## src/rtl/sum_sign_normalize_if.sv

```systemverilog
// Handshake bundle between the mantissa adder, the sign/normalize stage and the result packer.
// The slave modport is the normalizer's view; the master modport is the surrounding datapath's view.
interface sum_sign_normalize_if #(
    parameter int MANT_W = 24,
    parameter int EXP_W  = 8
);
    logic              inValid;
    logic              inReady;
    logic [MANT_W:0]   sumIn;
    logic              subtract;
    logic              signIn;
    logic [EXP_W-1:0]  exponentIn;
    logic              outValid;
    logic              outReady;
    logic              signOut;
    logic [MANT_W-1:0] mantissaOut;
    logic [EXP_W-1:0]  exponentOut;
    logic              zeroOut;
    logic              underflowOut;
    logic              overflowOut;

    modport slave (
        input  inValid, sumIn, subtract, signIn, exponentIn, outReady,
        output inReady, outValid, signOut, mantissaOut, exponentOut,
               zeroOut, underflowOut, overflowOut
    );

    modport master (
        output inValid, sumIn, subtract, signIn, exponentIn, outReady,
        input  inReady, outValid, signOut, mantissaOut, exponentOut,
               zeroOut, underflowOut, overflowOut
    );
endinterface

```

## src/rtl/sum_sign_normalize.sv

```systemverilog
// Floating-point adder back end: sign-magnitude recovery and one-shift-per-cycle normalization.
// Define ROUND_EN to round the carry right-shift to nearest-even instead of truncating.
module sum_sign_normalize #(
    parameter int MANT_W = 24,
    parameter int EXP_W  = 8
) (
    input  logic                  clk,
    input  logic                  rst_n,
    sum_sign_normalize_if.slave   bus
);
    typedef enum logic [1:0] {IDLE, CHECK, NORM, DONE} state_t;

    localparam logic [MANT_W:0]  MAG_ONE = {{MANT_W{1'b0}}, 1'b1};
    localparam logic [EXP_W-1:0] EXP_ONE = {{(EXP_W-1){1'b0}}, 1'b1};
    localparam logic [EXP_W-1:0] EXP_MAX = '1;

    state_t           stateReg, stateNext;
    logic [MANT_W:0]  magReg, magNext;
    logic [EXP_W-1:0] expReg, expNext;
    logic             signReg, signNext;
    logic             zeroReg, zeroNext;
    logic             underReg, underNext;
    logic             overReg, overNext;

    logic [MANT_W:0]  shiftedMag;
    logic [EXP_W-1:0] expInc;

    always_ff @(posedge clk or negedge rst_n) begin
        if (!rst_n) begin
            stateReg <= IDLE;
            magReg   <= '0;
            expReg   <= '0;
            signReg  <= 1'b0;
            zeroReg  <= 1'b0;
            underReg <= 1'b0;
            overReg  <= 1'b0;
        end else begin
            stateReg <= stateNext;
            magReg   <= magNext;
            expReg   <= expNext;
            signReg  <= signNext;
            zeroReg  <= zeroNext;
            underReg <= underNext;
            overReg  <= overNext;
        end
    end

    // Carry right-shift; with rounding, a tie rounds up only when the kept LSB is odd.
    always_comb begin
        shiftedMag = {1'b0, magReg[MANT_W:1]};
`ifdef ROUND_EN
        if (magReg[0] && magReg[1]) begin
            shiftedMag = shiftedMag + MAG_ONE;
        end
`endif
        expInc = expReg + EXP_ONE;
    end

    always_comb begin
        stateNext = stateReg;
        magNext   = magReg;
        expNext   = expReg;
        signNext  = signReg;
        zeroNext  = zeroReg;
        underNext = underReg;
        overNext  = overReg;

        case (stateReg)
            IDLE: begin
                if (bus.inValid) begin
                    zeroNext  = 1'b0;
                    underNext = 1'b0;
                    overNext  = 1'b0;
                    expNext   = bus.exponentIn;
                    if (bus.subtract && bus.sumIn[MANT_W]) begin
                        magNext  = (~bus.sumIn) + MAG_ONE;
                        signNext = 1'b1;
                    end else begin
                        magNext  = bus.sumIn;
                        signNext = bus.subtract ? 1'b0 : bus.signIn;
                    end
                    stateNext = CHECK;
                end
            end
            CHECK: begin
                if (expReg == EXP_MAX) begin
                    overNext  = 1'b1;
                    magNext   = '0;
                    stateNext = DONE;
                end else if (magReg == '0) begin
                    zeroNext  = 1'b1;
                    signNext  = 1'b0;
                    expNext   = '0;
                    stateNext = DONE;
                end else if (magReg[MANT_W]) begin
                    expNext = expInc;
                    if (expInc == EXP_MAX) begin
                        overNext  = 1'b1;
                        magNext   = '0;
                        stateNext = DONE;
                    end else begin
                        magNext = shiftedMag;
                        // A rounding carry needs one more pass through the carry check.
                        stateNext = shiftedMag[MANT_W] ? CHECK : DONE;
                    end
                end else if (magReg[MANT_W-1]) begin
                    stateNext = DONE;
                end else begin
                    stateNext = NORM;
                end
            end
            NORM: begin
                if (magReg[MANT_W-1]) begin
                    stateNext = DONE;
                end else if (expReg == '0) begin
                    underNext = 1'b1;
                    stateNext = DONE;
                end else begin
                    magNext = {magReg[MANT_W-1:0], 1'b0};
                    expNext = expReg - EXP_ONE;
                end
            end
            DONE: begin
                if (bus.outReady) begin
                    stateNext = IDLE;
                end
            end
            default: stateNext = IDLE;
        endcase
    end

    assign bus.inReady      = (stateReg == IDLE);
    assign bus.outValid     = (stateReg == DONE);
    assign bus.signOut      = signReg;
    assign bus.mantissaOut  = magReg[MANT_W-1:0];
    assign bus.exponentOut  = expReg;
    assign bus.zeroOut      = zeroReg;
    assign bus.underflowOut = underReg;
    assign bus.overflowOut  = overReg;
endmodule

```

## src/flat_wrapper.sv

```systemverilog
// flat-port wrapper written by rule: the top's interface ports become plain ports
module sum_sign_normalize_flat 
#(
    parameter int MANT_W = 24,
    parameter int EXP_W  = 8
)
  (clk, rst_n, bus_inValid, bus_sumIn, bus_subtract, bus_signIn, bus_exponentIn, bus_outReady, bus_inReady, bus_outValid, bus_signOut, bus_mantissaOut, bus_exponentOut, bus_zeroOut, bus_underflowOut, bus_overflowOut);
  sum_sign_normalize_if #(.MANT_W(MANT_W), .EXP_W(EXP_W)) bus_i ();
  input  logic clk;
  input  logic rst_n;
  input wire logic [$bits(bus_i.inValid)-1:0] bus_inValid;
  input wire logic [$bits(bus_i.sumIn)-1:0] bus_sumIn;
  input wire logic [$bits(bus_i.subtract)-1:0] bus_subtract;
  input wire logic [$bits(bus_i.signIn)-1:0] bus_signIn;
  input wire logic [$bits(bus_i.exponentIn)-1:0] bus_exponentIn;
  input wire logic [$bits(bus_i.outReady)-1:0] bus_outReady;
  output wire logic [$bits(bus_i.inReady)-1:0] bus_inReady;
  output wire logic [$bits(bus_i.outValid)-1:0] bus_outValid;
  output wire logic [$bits(bus_i.signOut)-1:0] bus_signOut;
  output wire logic [$bits(bus_i.mantissaOut)-1:0] bus_mantissaOut;
  output wire logic [$bits(bus_i.exponentOut)-1:0] bus_exponentOut;
  output wire logic [$bits(bus_i.zeroOut)-1:0] bus_zeroOut;
  output wire logic [$bits(bus_i.underflowOut)-1:0] bus_underflowOut;
  output wire logic [$bits(bus_i.overflowOut)-1:0] bus_overflowOut;
  assign bus_i.inValid = bus_inValid;
  assign bus_i.sumIn = bus_sumIn;
  assign bus_i.subtract = bus_subtract;
  assign bus_i.signIn = bus_signIn;
  assign bus_i.exponentIn = bus_exponentIn;
  assign bus_i.outReady = bus_outReady;
  assign bus_inReady = bus_i.inReady;
  assign bus_outValid = bus_i.outValid;
  assign bus_signOut = bus_i.signOut;
  assign bus_mantissaOut = bus_i.mantissaOut;
  assign bus_exponentOut = bus_i.exponentOut;
  assign bus_zeroOut = bus_i.zeroOut;
  assign bus_underflowOut = bus_i.underflowOut;
  assign bus_overflowOut = bus_i.overflowOut;
  sum_sign_normalize #(.MANT_W(MANT_W), .EXP_W(EXP_W)) u_core (.clk(clk), .rst_n(rst_n), .bus(bus_i));
endmodule
```

## config.mk

```make
export PLATFORM = sky130hd
export DESIGN_NAME = sum_sign_normalize_flat
export DESIGN_NICKNAME = d
export VERILOG_FILES = /design/src/rtl/sum_sign_normalize_if.sv /design/src/rtl/sum_sign_normalize.sv /design/src/flat_wrapper.sv
export SDC_FILE = /design/constraint.sdc
export NUM_CORES = 1
export LEC_CHECK = 0
export BUFFER_PORTS_ARGS = -buffer_cell sky130_fd_sc_hd__buf_2
export CAP_MARGIN = 20
export CORE_ASPECT_RATIO = 0.6
export CORE_MARGIN = 2
export CORE_UTILIZATION = 45
export CTS_CLUSTER_DIAMETER = 30
export DETAILED_ROUTE_END_ITERATION = 6
export MAX_ROUTING_LAYER = met4
export PLACE_DENSITY = 0.7
export SYNTH_ARGS = -nofsm -noshare
export SYNTH_HDL_FRONTEND = slang
export SYNTH_SLANG_ARGS = --single-unit
```

## constraint.sdc

```tcl
create_clock -name clk -period 2.5 [get_ports clk]
set_input_delay 0.125 -clock clk [delete_from_list [all_inputs] [get_ports clk]]
set_output_delay 0.125 -clock clk [all_outputs]
set_load 0.01 [all_outputs]
```

==> flow_summary.html <==
<table>
<tr><th>Metric</th><th>Value</th></tr>
<tr><th colspan="2">Timing</th></tr>
<tr><td>Hold slack final</td><td>157 ps</td></tr>
<tr><td>Slew of the pin with the lowest slew margin</td><td>890 ps</td></tr>
<tr><td>Time the final worst path needs with I/O delays and setup</td><td>2320 ps</td></tr>
<tr><td>Max-slew violation count</td><td>0</td></tr>
<tr><td>Final hold vios</td><td>0</td></tr>
<tr><td>Max-Slew Margin vs Limit</td><td>0.407</td></tr>
<tr><td>Setup repair after global routing missed its margin</td><td>false</td></tr>
<tr><td>Number of endpoints failing setup at the final stage</td><td>0</td></tr>
<tr><td>Setup TNS Final</td><td>0 ps</td></tr>
<tr><td>Fmax achieved</td><td>0.431 GHz</td></tr>
<tr><td>Worst clock skew</td><td>7.50 ps</td></tr>
<tr><td>Period utilization</td><td>0.929</td></tr>
<tr><th colspan="2">Route</th></tr>
<tr><td>1st-pass router iterations</td><td>5</td></tr>
<tr><td>DRC marker count from the first detailed-route iteration</td><td>367</td></tr>
<tr><td>Final routed wirelength across all metal layers</td><td>10700 um</td></tr>
<tr><td>Final antenna-violating net count</td><td>0</td></tr>
<tr><td>Total number of vias</td><td>3588</td></tr>
<tr><td>Routed len/inst</td><td>18.4 um</td></tr>
<tr><td>DRC viols</td><td>0</td></tr>
<tr><td>Routed via count divided by cell count</td><td>6.14</td></tr>
<tr><th colspan="2">Logic synthesis</th></tr>
<tr><td>Yosys warning count</td><td>0</td></tr>
<tr><td>Unique masters post-synth</td><td>65</td></tr>
<tr><td>Synthesized netlist cell count</td><td>429</td></tr>
<tr><td>Post-synth ARST share</td><td>1.00</td></tr>
<tr><td>Main area contributors after synthesis</td><td>sky130_fd_sc_hd__dfrtp_1, sky130_fd_sc_hd__buf_4, sky130_fd_sc_hd__o21ai_0</td></tr>
<tr><td>EDFF count, synth</td><td>0</td></tr>
<tr><td>Register bit total from synthesis</td><td>39</td></tr>
<tr><td>Synth area leader</td><td>sky130_fd_sc_hd__dfrtp_1</td></tr>
<tr><td>Syn nets</td><td>477</td></tr>
<tr><td>Main synth FF type</td><td>sky130_fd_sc_hd__dfrtp_1</td></tr>
<tr><td>Synthesized area divided by synthesized cell count</td><td>8.20 um^2</td></tr>
<tr><td>Register area share after synthesis</td><td>0.277</td></tr>
<tr><td>Area of the mapped netlist</td><td>3520 um^2</td></tr>
<tr><td>Portion of synthesized cell area occupied by the leading cell type</td><td>0.277</td></tr>
<tr><th colspan="2">Die</th></tr>
<tr><td>Die Y</td><td>72.5 um</td></tr>
<tr><td>Die Wd</td><td>118 um</td></tr>
<tr><td>Area enclosed by the die boundary</td><td>8560 um^2</td></tr>
<tr><td>Placeable Area</td><td>7420 um^2</td></tr>
<tr><td>Cell row count</td><td>24</td></tr>
<tr><td>Initial standard-cell utilization of the core</td><td>0.474</td></tr>
<tr><td>IO Pins</td><td>77</td></tr>
<tr><th colspan="2">Final layout</th></tr>
<tr><td>Commonest non-fill, non-tap cell in the layout</td><td>sky130_fd_sc_hd__buf_2</td></tr>
<tr><td>Register area</td><td>977 um^2</td></tr>
<tr><td>Syn-to-layout area delta</td><td>14.7%</td></tr>
<tr><td>Most used cells in the layout excluding fill and tap cells</td><td>sky130_fd_sc_hd__buf_2, sky130_fd_sc_hd__nor2_1, sky130_fd_sc_hd__o21ai_0, sky130_fd_sc_hd__dfrtp_1, sky130_fd_sc_hd__nand2_1</td></tr>
<tr><td>Total number of nets in the final design</td><td>527</td></tr>
<tr><td>Multi-input gate area in the final layout</td><td>2140 um^2</td></tr>
<tr><td>Fill cells</td><td>725</td></tr>
<tr><td>Core Util, Final</td><td>0.544</td></tr>
<tr><td>Number of diodes</td><td>0</td></tr>
<tr><td>Fin cells</td><td>584</td></tr>
<tr><td>Layout cells sized above 1</td><td>0.277</td></tr>
<tr><th colspan="2">Clock network</th></tr>
<tr><td>Clock tree from TritonCTS</td><td>yes</td></tr>
<tr><td>Clock latency at the later pin of the worst-skew pair</td><td>290 ps</td></tr>
<tr><td>CTS sink cnt</td><td>39</td></tr>
<tr><td>Num CTS Buffers</td><td>5</td></tr>
<tr><td>Number of buffers on the longest clock path</td><td>2</td></tr>
<tr><td>Clock edge transition at the registers on the reported setup and hold paths</td><td>60 ps</td></tr>
<tr><td>Number of H-tree branching levels</td><td>2</td></tr>
<tr><td>Root cell of the clock tree</td><td>sky130_fd_sc_hd__clkbuf_16</td></tr>
<tr><th colspan="2">Run</th></tr>
<tr><td>Maximum Capacitance Violations</td><td>0</td></tr>
<tr><th colspan="2">Outcome</th></tr>
<tr><td>Status</td><td>finished clean</td></tr>
<tr><th colspan="2">Worst setup path</th></tr>
<tr><td>Capturing element type of the critical path</td><td>register</td></tr>
<tr><td>R2R Path End</td><td>u_core.magReg[7]$_DFFE_PN0P_</td></tr>
<tr><td>Critical path depth</td><td>9</td></tr>
<tr><td>CP arrival</td><td>2510 ps</td></tr>
<tr><td>Start point of the critical path</td><td>u_core.bus.exponentOut[0]$_DFFE_PN0P_</td></tr>
<tr><td>Launching element type of the critical path</td><td>register</td></tr>
<tr><td>Register-to-Register Setup Slack</td><td>180 ps</td></tr>
<tr><td>Largest stage delay on the critical path</td><td>540 ps</td></tr>
<tr><td>Cell with the largest stage delay on the worst path</td><td>sky130_fd_sc_hd__or4bb_4</td></tr>
<tr><td>Start of the worst register-to-register path</td><td>u_core.bus.exponentOut[0]$_DFFE_PN0P_</td></tr>
<tr><td>Top cell family by delay on the critical path</td><td>simple AND/OR/NAND/NOR gates</td></tr>
<tr><td>Number of buffer and inverter stages on the critical path</td><td>2</td></tr>
<tr><td>Cell-by-cell listing of the critical path</td><td>inv_2 -&gt; ha_2 -&gt; or4bb_4 -&gt; o211ai_4 -&gt; nor3_2 -&gt; buf_12 -&gt; nand2_8 -&gt; a221oi_1 -&gt; a311oi_1</td></tr>
<tr><td>Critical path capture point</td><td>u_core.magReg[7]$_DFFE_PN0P_</td></tr>
<tr><td>CP Max Fanout</td><td>31</td></tr>
<tr><td>Worst-case reg-to-reg path depth</td><td>9</td></tr>
<tr><td>Data required time at the worst endpoint</td><td>2690 ps</td></tr>
<tr><td>Critical Setup Path Class</td><td>register to register</td></tr>
<tr><th colspan="2">Global route</th></tr>
<tr><td>First-pass GRT wire length</td><td>17300 um</td></tr>
<tr><td>Largest net degree at the start of global routing</td><td>40</td></tr>
<tr><td>Vias in the first global route</td><td>3211</td></tr>
<tr><td>Initial antenna violation count</td><td>0</td></tr>
<tr><td>GRT Overall Usage</td><td>0.264</td></tr>
<tr><td>Overflow left after global routing</td><td>0</td></tr>
<tr><th colspan="2">Power</th></tr>
<tr><td>Maximum ir drop on the vdd rail</td><td>831 uV</td></tr>
<tr><td>Overall power</td><td>5.99 mW</td></tr>
<tr><td>Cell Pwr Density</td><td>1490 nW/um^2</td></tr>
<tr><td>Leakage power total</td><td>1.66 nW</td></tr>
<tr><th colspan="2">Placement</th></tr>
<tr><td>Number of instances in the placed design</td><td>574</td></tr>
<tr><td>Routability cong.</td><td>0.954</td></tr>
<tr><td>Port Buffer Count</td><td>76</td></tr>
<tr><td>Hpwl dp</td><td>8150 um</td></tr>
<tr><th colspan="2">Worst hold path</th></tr>
<tr><td>Classification of the worst-slack hold path</td><td>primary input to register</td></tr>
</table>
-- worst min-delay path, delay by kind of cell --
kind	cells	cell delay, ps
AOI/OAI and AO/OA	2	200
buffers and inverters	1	70
-- flip-flops by register name, indices dropped and copies added, names as in the netlist --
name and flops:
u_core.magReg 25, u_core.bus.exponentOut 8, u_core.bus.zeroOut 1, u_core.bus.underflowOut 1
u_core.stateReg 2, u_core.bus.overflowOut 1, u_core.bus.signOut 1
-- kinds of logic (layout without fill, tap and decap cells) --
family	after synthesis	in the layout	share of synthesized area
buffers and inverters	70	121	0.121
and+or+nand+nor	146	146	0.228
adders and majority gates	9	9	0.0320
DFF	39	39	0.277
muxes	2	2	0.00605
xor gates and xnor gates	25	25	0.0623
AOI/OAI and AO/OA	138	138	0.273
-- repair_timing --
action / 4_1_cts / 5_1_grt
buffers inserted: 0 / 1
hold buffers: 1 / 0
endpoints found under the hold margin: 39 / 0
setup endpoints to repair: 0 / 10
gates resized for setup: 0 / 9
-- metrics by stage --
stage,worst slack [ps],cell area (um^2)
detailed placement,125,3840
global placement,227,3840
CTS,103,4000
finish,178,4030
global route,5.61,4030
floorplan,359,3520
-- synth_stat cells (5+ instances only) --
library cell               count
sky130_fd_sc_hd__a21oi_1      17
sky130_fd_sc_hd__or3_1         7
sky130_fd_sc_hd__dfrtp_1      39
sky130_fd_sc_hd__nor3_1        7
sky130_fd_sc_hd__a31oi_1      12
sky130_fd_sc_hd__nand2b_1      5
sky130_fd_sc_hd__buf_6         5
sky130_fd_sc_hd__nor2_1       41
sky130_fd_sc_hd__nand3_1       7
sky130_fd_sc_hd__o31ai_1       8
sky130_fd_sc_hd__buf_4        27
sky130_fd_sc_hd__o21ai_0      39
sky130_fd_sc_hd__xor2_1       11
sky130_fd_sc_hd__clkbuf_1      9
sky130_fd_sc_hd__a211oi_1      7
sky130_fd_sc_hd__nor4_1       13
sky130_fd_sc_hd__nand2_1      24
sky130_fd_sc_hd__inv_1        17
sky130_fd_sc_hd__o41ai_1       5
sky130_fd_sc_hd__xnor2_1      14
sky130_fd_sc_hd__a311oi_1      6
sky130_fd_sc_hd__buf_2         9
sky130_fd_sc_hd__and3_1        6
sky130_fd_sc_hd__ha_1          9
sky130_fd_sc_hd__nor2b_1       7
sky130_fd_sc_hd__a221oi_1     19
-- how the worst min path moves through the flow --
stage,from,end,slack [ps],cells after the start
3_5_place_dp,rst_n,u_core.magReg[16]$_DFFE_PN0P_,290,1
2_1_floorplan,rst_n,u_core.bus.exponentOut[0]$_DFFE_PN0P_,-170,0
3_3_place_gp,rst_n,u_core.magReg[16]$_DFFE_PN0P_,300,1
4_1_cts,bus_exponentIn[3],u_core.bus.exponentOut[3]$_DFFE_PN0P_,150,3
6_report,bus_exponentIn[3],u_core.bus.exponentOut[3]$_DFFE_PN0P_,160,3
5_1_grt,bus_exponentIn[3],u_core.bus.exponentOut[3]$_DFFE_PN0P_,170,3
-- report_power, final --
part,switching (mW),internal [mW]
Combinational,2.34,1.60
Sequential,0.424,0.964
Clock,0.289,0.374
Total,3.06,2.93
-- area by class of cell --
class | instances | area share
multi-input cells | 320 | 0.531
flip-flops and latches | 39 | 0.242
repair buffers | 96 | 0.141
clock inverters | 3 | 0.00590
well taps | 104 | 0.0323
inverters | 17 | 0.0158
clock buffers | 5 | 0.0310
-- per-layer routing --
layer,vias up,track usage,part of all wire
met2,201,0.344,0.40
li1,1683,-,-
met5,-,-,0
met4,0,0.0375,0.0055
met1,1695,0.411,0.49
met3,9,0.0605,0.10
Note: power is estimated with default switching activity, not from simulation.
